--- src/rtl/rv_test_monitor_pkg.sv ---
// Shared types and constants for the riscv-tests completion monitor.
package rv_test_pkg;

  typedef enum logic [2:0] {
    IDLE    = 3'd0,
    RUN     = 3'd1,
    PASS    = 3'd2,
    FAIL    = 3'd3,
    TIMEOUT = 3'd4
  } state_t;

  localparam logic [31:0] ECALL_WORD = 32'h0000_0073;
  localparam logic [31:0] EXIT_CODE  = 32'd93;

  localparam logic [4:0] REG_GP = 5'd3;
  localparam logic [4:0] REG_A0 = 5'd10;
  localparam logic [4:0] REG_A7 = 5'd17;

endpackage

--- src/rtl/rv_test_monitor_if.sv ---
// Snoop bus from the CPU: run enable, issuing instruction and register-file write port.
interface rv_test_monitor_if;
  logic        en;
  logic [31:0] instr;
  logic        RegWr;
  logic [4:0]  rd;
  logic [31:0] new_data;

  modport master (output en, instr, RegWr, rd, new_data);
  modport slave  (input  en, instr, RegWr, rd, new_data);
endinterface

--- src/rtl/rv_test_monitor_shadow.sv ---
// Shadow copies of x3/x10/x17 with same-cycle write bypass for the exit check.
module rv_monitor_shadow
  import rv_test_pkg::*;
(
  input  logic        clock,
  input  logic        reset,
  input  logic        cap_en_i,
  input  logic        wr_i,
  input  logic [4:0]  rd_i,
  input  logic [31:0] wdata_i,
  output logic [31:0] shadow_x3_o,
  output logic [31:0] eff_x10_o,
  output logic [31:0] eff_x17_o
);

  logic [31:0] x3_q, x10_q, x17_q;
  logic [31:0] x3_d, x10_d, x17_d;
  logic        hit3, hit10, hit17;

  assign hit3  = wr_i && (rd_i == REG_GP);
  assign hit10 = wr_i && (rd_i == REG_A0);
  assign hit17 = wr_i && (rd_i == REG_A7);

  always_comb begin
    x3_d  = x3_q;
    x10_d = x10_q;
    x17_d = x17_q;
    if (cap_en_i) begin
      if (hit3)  x3_d  = wdata_i;
      if (hit10) x10_d = wdata_i;
      if (hit17) x17_d = wdata_i;
    end
  end

  always_ff @(posedge clock) begin
    if (reset) begin
      x3_q  <= '0;
      x10_q <= '0;
      x17_q <= '0;
    end else begin
      x3_q  <= x3_d;
      x10_q <= x10_d;
      x17_q <= x17_d;
    end
  end

  assign shadow_x3_o = x3_q;
  assign eff_x10_o   = hit10 ? wdata_i : x10_q;
  assign eff_x17_o   = hit17 ? wdata_i : x17_q;

endmodule

--- src/rtl/rv_test_monitor.sv ---
// riscv-tests completion checker: detects the exit ECALL and reports pass/fail/timeout.
module rv_test_monitor #(
  parameter int          MAX_CYCLES = 840,
  parameter int          CNT_WIDTH  = 16,
  parameter logic [31:0] EXIT_CODE  = rv_test_pkg::EXIT_CODE,
  parameter logic [31:0] ECALL_WORD = rv_test_pkg::ECALL_WORD
) (
  input  logic                 clock,
  input  logic                 reset,
  rv_test_monitor_if.slave     bus,
  output logic                 done,
  output logic                 pass,
  output logic                 fail,
  output logic                 timeout,
  output logic [30:0]          fail_testnum,
  output logic [31:0]          test_num,
  output logic [CNT_WIDTH-1:0] cycle_count
);
  import rv_test_pkg::*;

  state_t               state_q, state_d;
  logic [CNT_WIDTH-1:0] cnt_q, cnt_d;
  logic [30:0]          ftn_q, ftn_d;
  logic [31:0]          eff_x10, eff_x17;
  logic                 active;
  logic                 exit_seen;

  assign active = (state_q == IDLE) || (state_q == RUN);

  rv_monitor_shadow u_shadow (
    .clock       (clock),
    .reset       (reset),
    .cap_en_i    (active),
    .wr_i        (bus.RegWr),
    .rd_i        (bus.rd),
    .wdata_i     (bus.new_data),
    .shadow_x3_o (test_num),
    .eff_x10_o   (eff_x10),
    .eff_x17_o   (eff_x17)
  );

  assign exit_seen = (bus.instr == ECALL_WORD) && (eff_x17 == EXIT_CODE);

  // Every enabled cycle before a terminal state is counted, including the one
  // that leaves IDLE, so the count is "enabled cycles since reset".
  always_comb begin
    state_d = state_q;
    cnt_d   = cnt_q;
    ftn_d   = ftn_q;
    case (state_q)
      IDLE: begin
        if (bus.en) begin
          state_d = RUN;
          cnt_d   = cnt_q + 1'b1;
        end
      end
      RUN: begin
        if (bus.en) begin
          cnt_d = cnt_q + 1'b1;
          if (exit_seen) begin
            if (eff_x10 == 32'd0) begin
              state_d = PASS;
            end else begin
              state_d = FAIL;
              ftn_d   = eff_x10[31:1];
            end
          end else if (cnt_q == CNT_WIDTH'(MAX_CYCLES - 1)) begin
            state_d = TIMEOUT;
          end
        end
      end
      default: ;
    endcase
  end

  always_ff @(posedge clock) begin
    if (reset) begin
      state_q <= IDLE;
      cnt_q   <= '0;
      ftn_q   <= '0;
    end else begin
      state_q <= state_d;
      cnt_q   <= cnt_d;
      ftn_q   <= ftn_d;
    end
  end

  assign pass         = (state_q == PASS);
  assign fail         = (state_q == FAIL);
  assign timeout      = (state_q == TIMEOUT);
  assign done         = pass | fail | timeout;
  assign fail_testnum = ftn_q;
  assign cycle_count  = cnt_q;

endmodule
--- src/flat_wrapper.sv ---
// flat-port wrapper written by rule: the top's interface ports become plain ports
module rv_test_monitor_flat import rv_test_pkg::*;
#(
  parameter int          MAX_CYCLES = 840,
  parameter int          CNT_WIDTH  = 16,
  parameter logic [31:0] EXIT_CODE  = rv_test_pkg::EXIT_CODE,
  parameter logic [31:0] ECALL_WORD = rv_test_pkg::ECALL_WORD
)
  (clock, reset, done, pass, fail, timeout, fail_testnum, test_num, cycle_count, bus_en, bus_instr, bus_RegWr, bus_rd, bus_new_data);
  rv_test_monitor_if bus_i ();
  input  logic clock;
  input  logic reset;
  output logic done;
  output logic pass;
  output logic fail;
  output logic timeout;
  output logic [30:0] fail_testnum;
  output logic [31:0] test_num;
  output logic [CNT_WIDTH-1:0] cycle_count;
  input wire logic [$bits(bus_i.en)-1:0] bus_en;
  input wire logic [$bits(bus_i.instr)-1:0] bus_instr;
  input wire logic [$bits(bus_i.RegWr)-1:0] bus_RegWr;
  input wire logic [$bits(bus_i.rd)-1:0] bus_rd;
  input wire logic [$bits(bus_i.new_data)-1:0] bus_new_data;
  assign bus_i.en = bus_en;
  assign bus_i.instr = bus_instr;
  assign bus_i.RegWr = bus_RegWr;
  assign bus_i.rd = bus_rd;
  assign bus_i.new_data = bus_new_data;
  rv_test_monitor #(.MAX_CYCLES(MAX_CYCLES), .CNT_WIDTH(CNT_WIDTH), .EXIT_CODE(EXIT_CODE), .ECALL_WORD(ECALL_WORD)) u_core (.clock(clock), .reset(reset), .bus(bus_i), .done(done), .pass(pass), .fail(fail), .timeout(timeout), .fail_testnum(fail_testnum), .test_num(test_num), .cycle_count(cycle_count));
endmodule
--- config.mk ---
export PLATFORM = sky130hd
export DESIGN_NAME = rv_test_monitor_flat
export DESIGN_NICKNAME = d
export VERILOG_FILES = /design/src/rtl/rv_test_monitor_pkg.sv /design/src/rtl/rv_test_monitor_if.sv /design/src/rtl/rv_test_monitor_shadow.sv /design/src/rtl/rv_test_monitor.sv /design/src/flat_wrapper.sv
export SDC_FILE = /design/constraint.sdc
export NUM_CORES = 1
export LEC_CHECK = 0
export BUFFER_PORTS_ARGS = -buffer_cell sky130_fd_sc_hd__buf_2
export CORE_ASPECT_RATIO = 1.5
export CORE_UTILIZATION = 40
export CTS_BUF_LIST = sky130_fd_sc_hd__clkbuf_16
export CTS_CLUSTER_SIZE = 40
export DETAILED_ROUTE_END_ITERATION = 6
export GPL_ROUTABILITY_DRIVEN = 0
export SYNTH_ARGS = -nofsm -noshare
export SYNTH_HDL_FRONTEND = slang
export SYNTH_HIERARCHICAL = 1
export SYNTH_SLANG_ARGS = --single-unit
--- constraint.sdc ---
create_clock -name clock -period 2.95 [get_ports clock]
set_input_delay 0.295 -clock clock [delete_from_list [all_inputs] [get_ports clock]]
set_output_delay 0.295 -clock clock [all_outputs]
set_load 0.03 [all_outputs]
## After elaboration in Yosys (flattened, before gate mapping)

Index checks and enable logic that the tools add are counted.

- Output and inout port bits: 83
- Word-level logic and storage cells: 44
- Bits in registers: 146
- Bits of input ports: 73

- Bitwise operators: 3
- Reduce and logical (&&, ||, !) cells: 13
- Muxes and demuxes: 8
- Equal/unequal tests: 13
- $add $sub $neg: 1

Operator list:

| kind | count |
|---|---|
| $eq A32 B7 Y1 const B | 2 |
| $mux W32 | 2 |
| $logic_not A32 Y1 | 1 |
| $add A16 B1 Y16 const B | 1 |
| $eq A16 B10 Y1 const B | 1 |
| $mux W3 | 4 |
| $reduce_and A4 Y1 | 2 |
| $eq A3 B2 Y1 const B | 2 |
| $pmux W3 S2 | 1 |
| $eq A5 B2 Y1 const B | 1 |
| $eq A5 B4 Y1 const B | 1 |
| $eq A5 B5 Y1 const B | 1 |
| $logic_and A1 B1 Y1 | 4 |
| $ne A2 B2 Y1 const B | 2 |
| $reduce_and A2 Y1 | 2 |
| $eq A3 B1 Y1 const B | 1 |
| $eq A3 B3 Y1 const B | 1 |
| $logic_not A3 Y1 | 1 |
| $ne A3 B2 Y1 const B | 1 |
| $or A1 B1 Y1 | 2 |
| $reduce_bool A2 Y1 | 1 |
| $reduce_or A2 Y1 | 1 |
| $logic_or A1 B1 Y1 | 1 |
| $mux W1 | 1 |
| $not A1 Y1 | 1 |

## Logic depth before layout (Yosys ltp)

- Depth after elaboration: 8
- Depth in mapped cells: 12
- Gate-level depth less buffers: 8

## Cells and area by module

Netlist, hierarchy kept.

Modules (own cells, without submodules):

| module | instances | cells each | area an instance (µm²) | seq. area each (µm²) |
|---|---|---|---|---|
| rv_monitor_shadow | 1 | 426 | 5,069.9 | 1,921.8 |
| rv_test_monitor | 1 | 286 | 2,342.2 | 1,001.0 |

## Worst setup path before layout

No wires, ideal clock.

- Path kind: input to register
- From: input bus_rd[1]
- To: register u_core.ftn_q[16] (netlist: u_core/fail_testnum[16])
- Slack: 0.223 ns
- Cell stages on the path: 11
- Buffers on the path: 3
- Data arrival time: 2.595 ns
- Library setup time: 0.132 ns
- Data required time: 2.818 ns
- Cell sequence: and4bb_2 -> nand2_4 -> buf_12 -> mux2_4 -> nor4b_1 -> nand4_1 -> or4_1 -> buf_2 -> buf_6 -> o21ai_1 -> a21oi_1

- Longest elaborated chain between the ends: 6
- Elaborated cells between the ends (all ways): 11
- Classes of those cells: eq/ne: 3; mux: 2; bitwise: 1; reduce/logical: 5

RTL lines:

| item | RTL line | RTL |
|---|---|---|
| start, declared | flat_wrapper.sv:23 | `input wire logic [$bits(bus_i.rd)-1:0] bus_rd;` |
| $eq A5 B5 Y1 | rv_test_monitor_shadow.sv:22 | `assign hit17 = wr_i && (rd_i == REG_A7);` |
| $logic_and A1 B1 Y1 | rv_test_monitor_shadow.sv:22 |  |
| $mux W32 | n/a |  |
| via u_core.eff_x17[21] | rv_test_monitor.sv:24 | `logic [31:0] eff_x10, eff_x17;` |
| $eq A32 B7 Y1 | rv_test_monitor.sv:42 | `assign exit_seen = (bus.instr == ECALL_WORD) && (eff_x17 == EXIT_CODE);` |
| $logic_and A1 B1 Y1 | rv_test_monitor.sv:42 |  |
| $reduce_and A4 Y1 (no source line) | n/a |  |
| end signal, assigned | rv_test_monitor.sv:84 | `ftn_q <= ftn_d;` |
| end, declared | rv_test_monitor.sv:23 | `logic [30:0] ftn_q, ftn_d;` |

The timed path passes the listed nets, and every way through them passes these cells.
A chain may end at the register's enable or synchronous reset.

## Worst setup path in the final report

- From: input bus_rd[1]
- To: register u_core.state_q[0]

- Longest elaborated chain between the ends: 8
- Elaborated cells between the ends (all ways): 15
- Classes of those cells: eq/ne: 4; mux: 6; reduce/logical: 5

RTL lines:

| item | RTL line | RTL |
|---|---|---|
| $eq A5 B5 Y1 (*) | rv_test_monitor_shadow.sv:22 |  |
| $logic_and A1 B1 Y1 (*) | rv_test_monitor_shadow.sv:22 |  |
| $mux W32 (*) | n/a |  |
| via u_core.eff_x17[13] | rv_test_monitor.sv:24 |  |
| $eq A32 B7 Y1 (*) | rv_test_monitor.sv:42 |  |
| $logic_and A1 B1 Y1 (*) | rv_test_monitor.sv:42 |  |
| $mux W3 | rv_test_monitor.sv:60 | `if (exit_seen) begin` |
| $mux W3 | rv_test_monitor.sv:58 | `if (bus.en) begin` |
| $pmux W3 S2 | rv_test_monitor.sv:50 | `case (state_q)` |
| end signal, assigned | rv_test_monitor.sv:82 | `state_q <= state_d;` |
| end, declared | rv_test_monitor.sv:21 | `state_t state_q, state_d;` |

The timed path passes the listed nets; every way through them passes the cells marked *. The select of a mux whose other input is x is not followed.

==> summary.md <==
| Metric | Value |
|---|---|
| Status | complete, no violations |
| Initial antenna violation count | 0 |
| Slew headroom | 52.54% |
| Post-Syn Area | 7412 sq um |
| # hold bufs at CTS | 0 |
| TritonRoute pass-1 iters | 4 |
| Starting Density | 41.14% |
| Number of global-route vias before repair | 5491 |
| Clk pin slew, worst setup/hold paths | 0.06 ns |
| Type of origin of the critical path | primary input |
| Fin area | 8935 sq um |
| Worst EP arrival | 3.12 ns |
| Routed Antenna Nets | 0 |
| YS warnings | 6 |
| Most frequent CP cell | buf_12 |
| Crit path time final | 2.783 ns |
| Clock buffer count from CTS | 17 |
| Worst slack, placed | -0.2868 ns |
| Critical path's top delay family | simple AND/OR/NAND/NOR gates |
| # clock sinks | 146 |
| Power Total | 4.382 mW |
| Clock skew | 0.007656 ns |
| Post-DP HPWL | 13230 um |
| Layout cells sized above 1 | 32.41% |
| Mapped Avg Cell Area | 10.41 sq um |
| Highest clock rate | 359.3 MHz |
| Nets@finish | 931 |
| Worst min-delay path class | primary input to register |
| Total track usage | 19.58% |
| Area post-placement | 8384 sq um |
| Clock latency at the later pin of the worst-skew pair | 0.42 ns |
| # fillers | 1734 |
| Core area | 18020 sq um |
| P_leak | 4.205 nW |
| DRT iter0 DRCs | 280 |
| Largest net degree at the start of global routing | 63 |
| H-tree levels | 4 |
| Maxcap violations | 0 |
| Final setup TNS | 0 ns |
| Final period util | 94.35% |
| Area of the multi-input gates | 4053 sq um |
| RSZ-0062 raised after global routing | false |
| Final setup violation count | 0 |
| Post-synthesis sequential area ratio | 39.43% |
| Die Area | 19090 sq um |
| Max-slew violation count | 0 |
| Clock Path Buffers | 2 |
| Max incr delay on CP | 0.57 ns |
| Power density cells | 490.4 nW/um^2 |
| GRT Residual Overflow | 0 |
| Commonest cells after routing, fill and taps aside | 154 x buf_2, 146 x dfxtp_1, 129 x nand2b_1, 98 x mux2i_1, 60 x mux2_4 |
| Worst setup margin | 0.1667 ns |
| TritonCTS clock tree | yes |
| DRC violations left | 0 |
| DIE WIDTH | 113.1 um |
| Finished Core Util | 49.59% |
| Post-Syn Nets | 786 |
| Final hold vios | 0 |
| I/O pins | 156 |
| Die Y-Extent | 168.7 um |
| Root Driver | clkbuf_16 |
| Row count | 60 |
| Crit Path Max Fanout | 33 |
| WP data required | 3.28 ns |
| P&R area growth vs syn | 20.54% |
| Via density | 5.163 |
| Average wire per standard cell | 16.96 um |
| First-pass GRT wire length | 28810 um |
| Actual transition at the worst max-transition pin | 0.7093 ns |
| Vias | 5612 |
| Total Routed Length | 18440 um |
| Port-buffer cells | 155 |
| Worst path buffer plus inverter count | 4 |
| Post CTS Setup Buffer Count | 0 |
| Antenna diodes | 0 |
| Post-CTS sizing | 0 |
| Cells after Synth | 712 |
| Worst Setup Path Type | primary input to register |
| Seq cells post-synth | 146 |
| Area taken by flip-flops and latches | 2923 sq um |
| Synth cell types | 42 |
| Commonest non-fill, non-tap cell in the layout | buf_2 |
| Critical Path, Cell by Cell | buf_2, and4bb_2, nand2_4, buf_4, buf_12, mux2_4, nor4_1, nand4_1, or4_1, buf_12, mux2i_1, a211oi_1 |
| Crit path max-delay cell type | or4_1 |
| Crit. End Element | register |
| Peak VDD IR | 0.3467 mV |
[power by group]
| part | switching (mW) | internal (mW) | leakage (nW) | total, mW |
|---|---|---|---|---|
| registers | 0.00951 | 1.99 | 1.18 | 2.00 |
| logic | 0.195 | 0.154 | 2.76 | 0.348 |
| clock network | 0.819 | 1.22 | 0.273 | 2.04 |
[worst paths after layout]
| path | depth (start not counted) | to | from | slack, ns |
|---|---|---|---|---|
| worst min register to register | 2 | u_core/u_shadow/shadow_x3_o[7]$_SDFFE_PP0P_ | u_core/u_shadow/shadow_x3_o[7]$_SDFFE_PP0P_ | 0.47 |
| worst max register to register | 8 | u_core/state_q[0]$_SDFFE_PP0P_ | u_core/u_shadow/x17_q[22]$_SDFFE_PP0P_ | 0.60 |
| worst max-delay path | 12 | u_core/state_q[0]$_SDFFE_PP0P_ | bus_rd[1] | 0.17 |
| worst min-delay path | 3 | u_core/u_shadow/x10_q[7]$_SDFFE_PP0P_ | bus_new_data[7] | 0.22 |
[per-stage QoR]
| step | instances | hold slack, ns |
|---|---|---|
| after floorplan | 712 | 0.4452 |
| after global routing | 1087 | 0.2265 |
| after detailed placement | 1055 | 0.4578 |
| final | 1087 | 0.2211 |
| after global placement | 1055 | 0.4565 |
| after CTS | 1087 | 0.2020 |
[sequential cells by signal (all words and copies together), names as in the netlist]
name,cells
u_core/u_shadow/x10_q,32
u_core/state_q,3
u_core/u_shadow/shadow_x3_o,32
u_core/u_shadow/x17_q,32
u_core/cycle_count,16
u_core/fail_testnum,31
[layer usage]
layer  GRT usage, %  routed length, um  up-vias
met2          33.72               9139      150
met1          23.75               8192     2637
li1               -                  -     2807
met4          7.094                273        0
met5              0                  0        -
met3          4.404                833       18
[cell usage after synthesis (all sizes together)]
library cell | count | area (sq um)
and3 | 3 | 20.02
and4 | 2 | 17.52
mux2 | 64 | 945.9
nor4b | 6 | 52.55
a21oi | 35 | 175.2
or3 | 2 | 12.51
xnor2 | 7 | 61.31
nand2b | 129 | 807.0
nand4 | 42 | 262.8
and4bb | 3 | 41.29
o21ai | 34 | 170.2
and2 | 3 | 18.77
nor3b | 1 | 7.510
nor4 | 20 | 131.4
nand2 | 10 | 61.31
nor2 | 23 | 86.33
clkbuf | 30 | 112.6
ha | 1 | 12.51
xor2 | 6 | 52.55
or2 | 1 | 6.260
nor3 | 4 | 20.02
nor2b | 1 | 6.260
dfxtp | 146 | 2923
or4 | 1 | 7.510
inv | 5 | 18.77
buf | 26 | 317.8
and4b | 1 | 10.01
mux2i | 98 | 980.9
nand3 | 6 | 55.05
nor4bb | 1 | 10.01
a211oi | 1 | 7.510
[final cells by class]
class	count	share of cell area, %
multi-input combinational	505	45.36
clock inverter	15	1.400
clock buffer	17	4.761
tap	217	3.039
timing repair buffer	182	12.52
inverter	5	0.2101
sequential	146	32.71
[tightest hold or removal path: cells and delay by family]
family	cells	cell delay, ns
buffers and inverters	1	0.12
multiplexers	1	0.07
AND/OR/NAND/NOR	1	0.10
[cell families (layout without fill, tap and decap cells)]
| group | after synthesis | count (layout) | share of synthesized area, % |
|---|---|---|---|
| AOI/OAI and AO/OA | 70 | 70 | 4.760 |
| DFF | 146 | 146 | 39.43 |
| and+or+nand+nor | 259 | 259 | 22.05 |
| xor gates and xnor gates | 13 | 13 | 1.536 |
| adders and majority gates | 1 | 1 | 0.1688 |
| muxes | 162 | 162 | 26.00 |
| buffers and inverters | 61 | 219 | 6.060 |
Power figures use the tool's default switching activity.
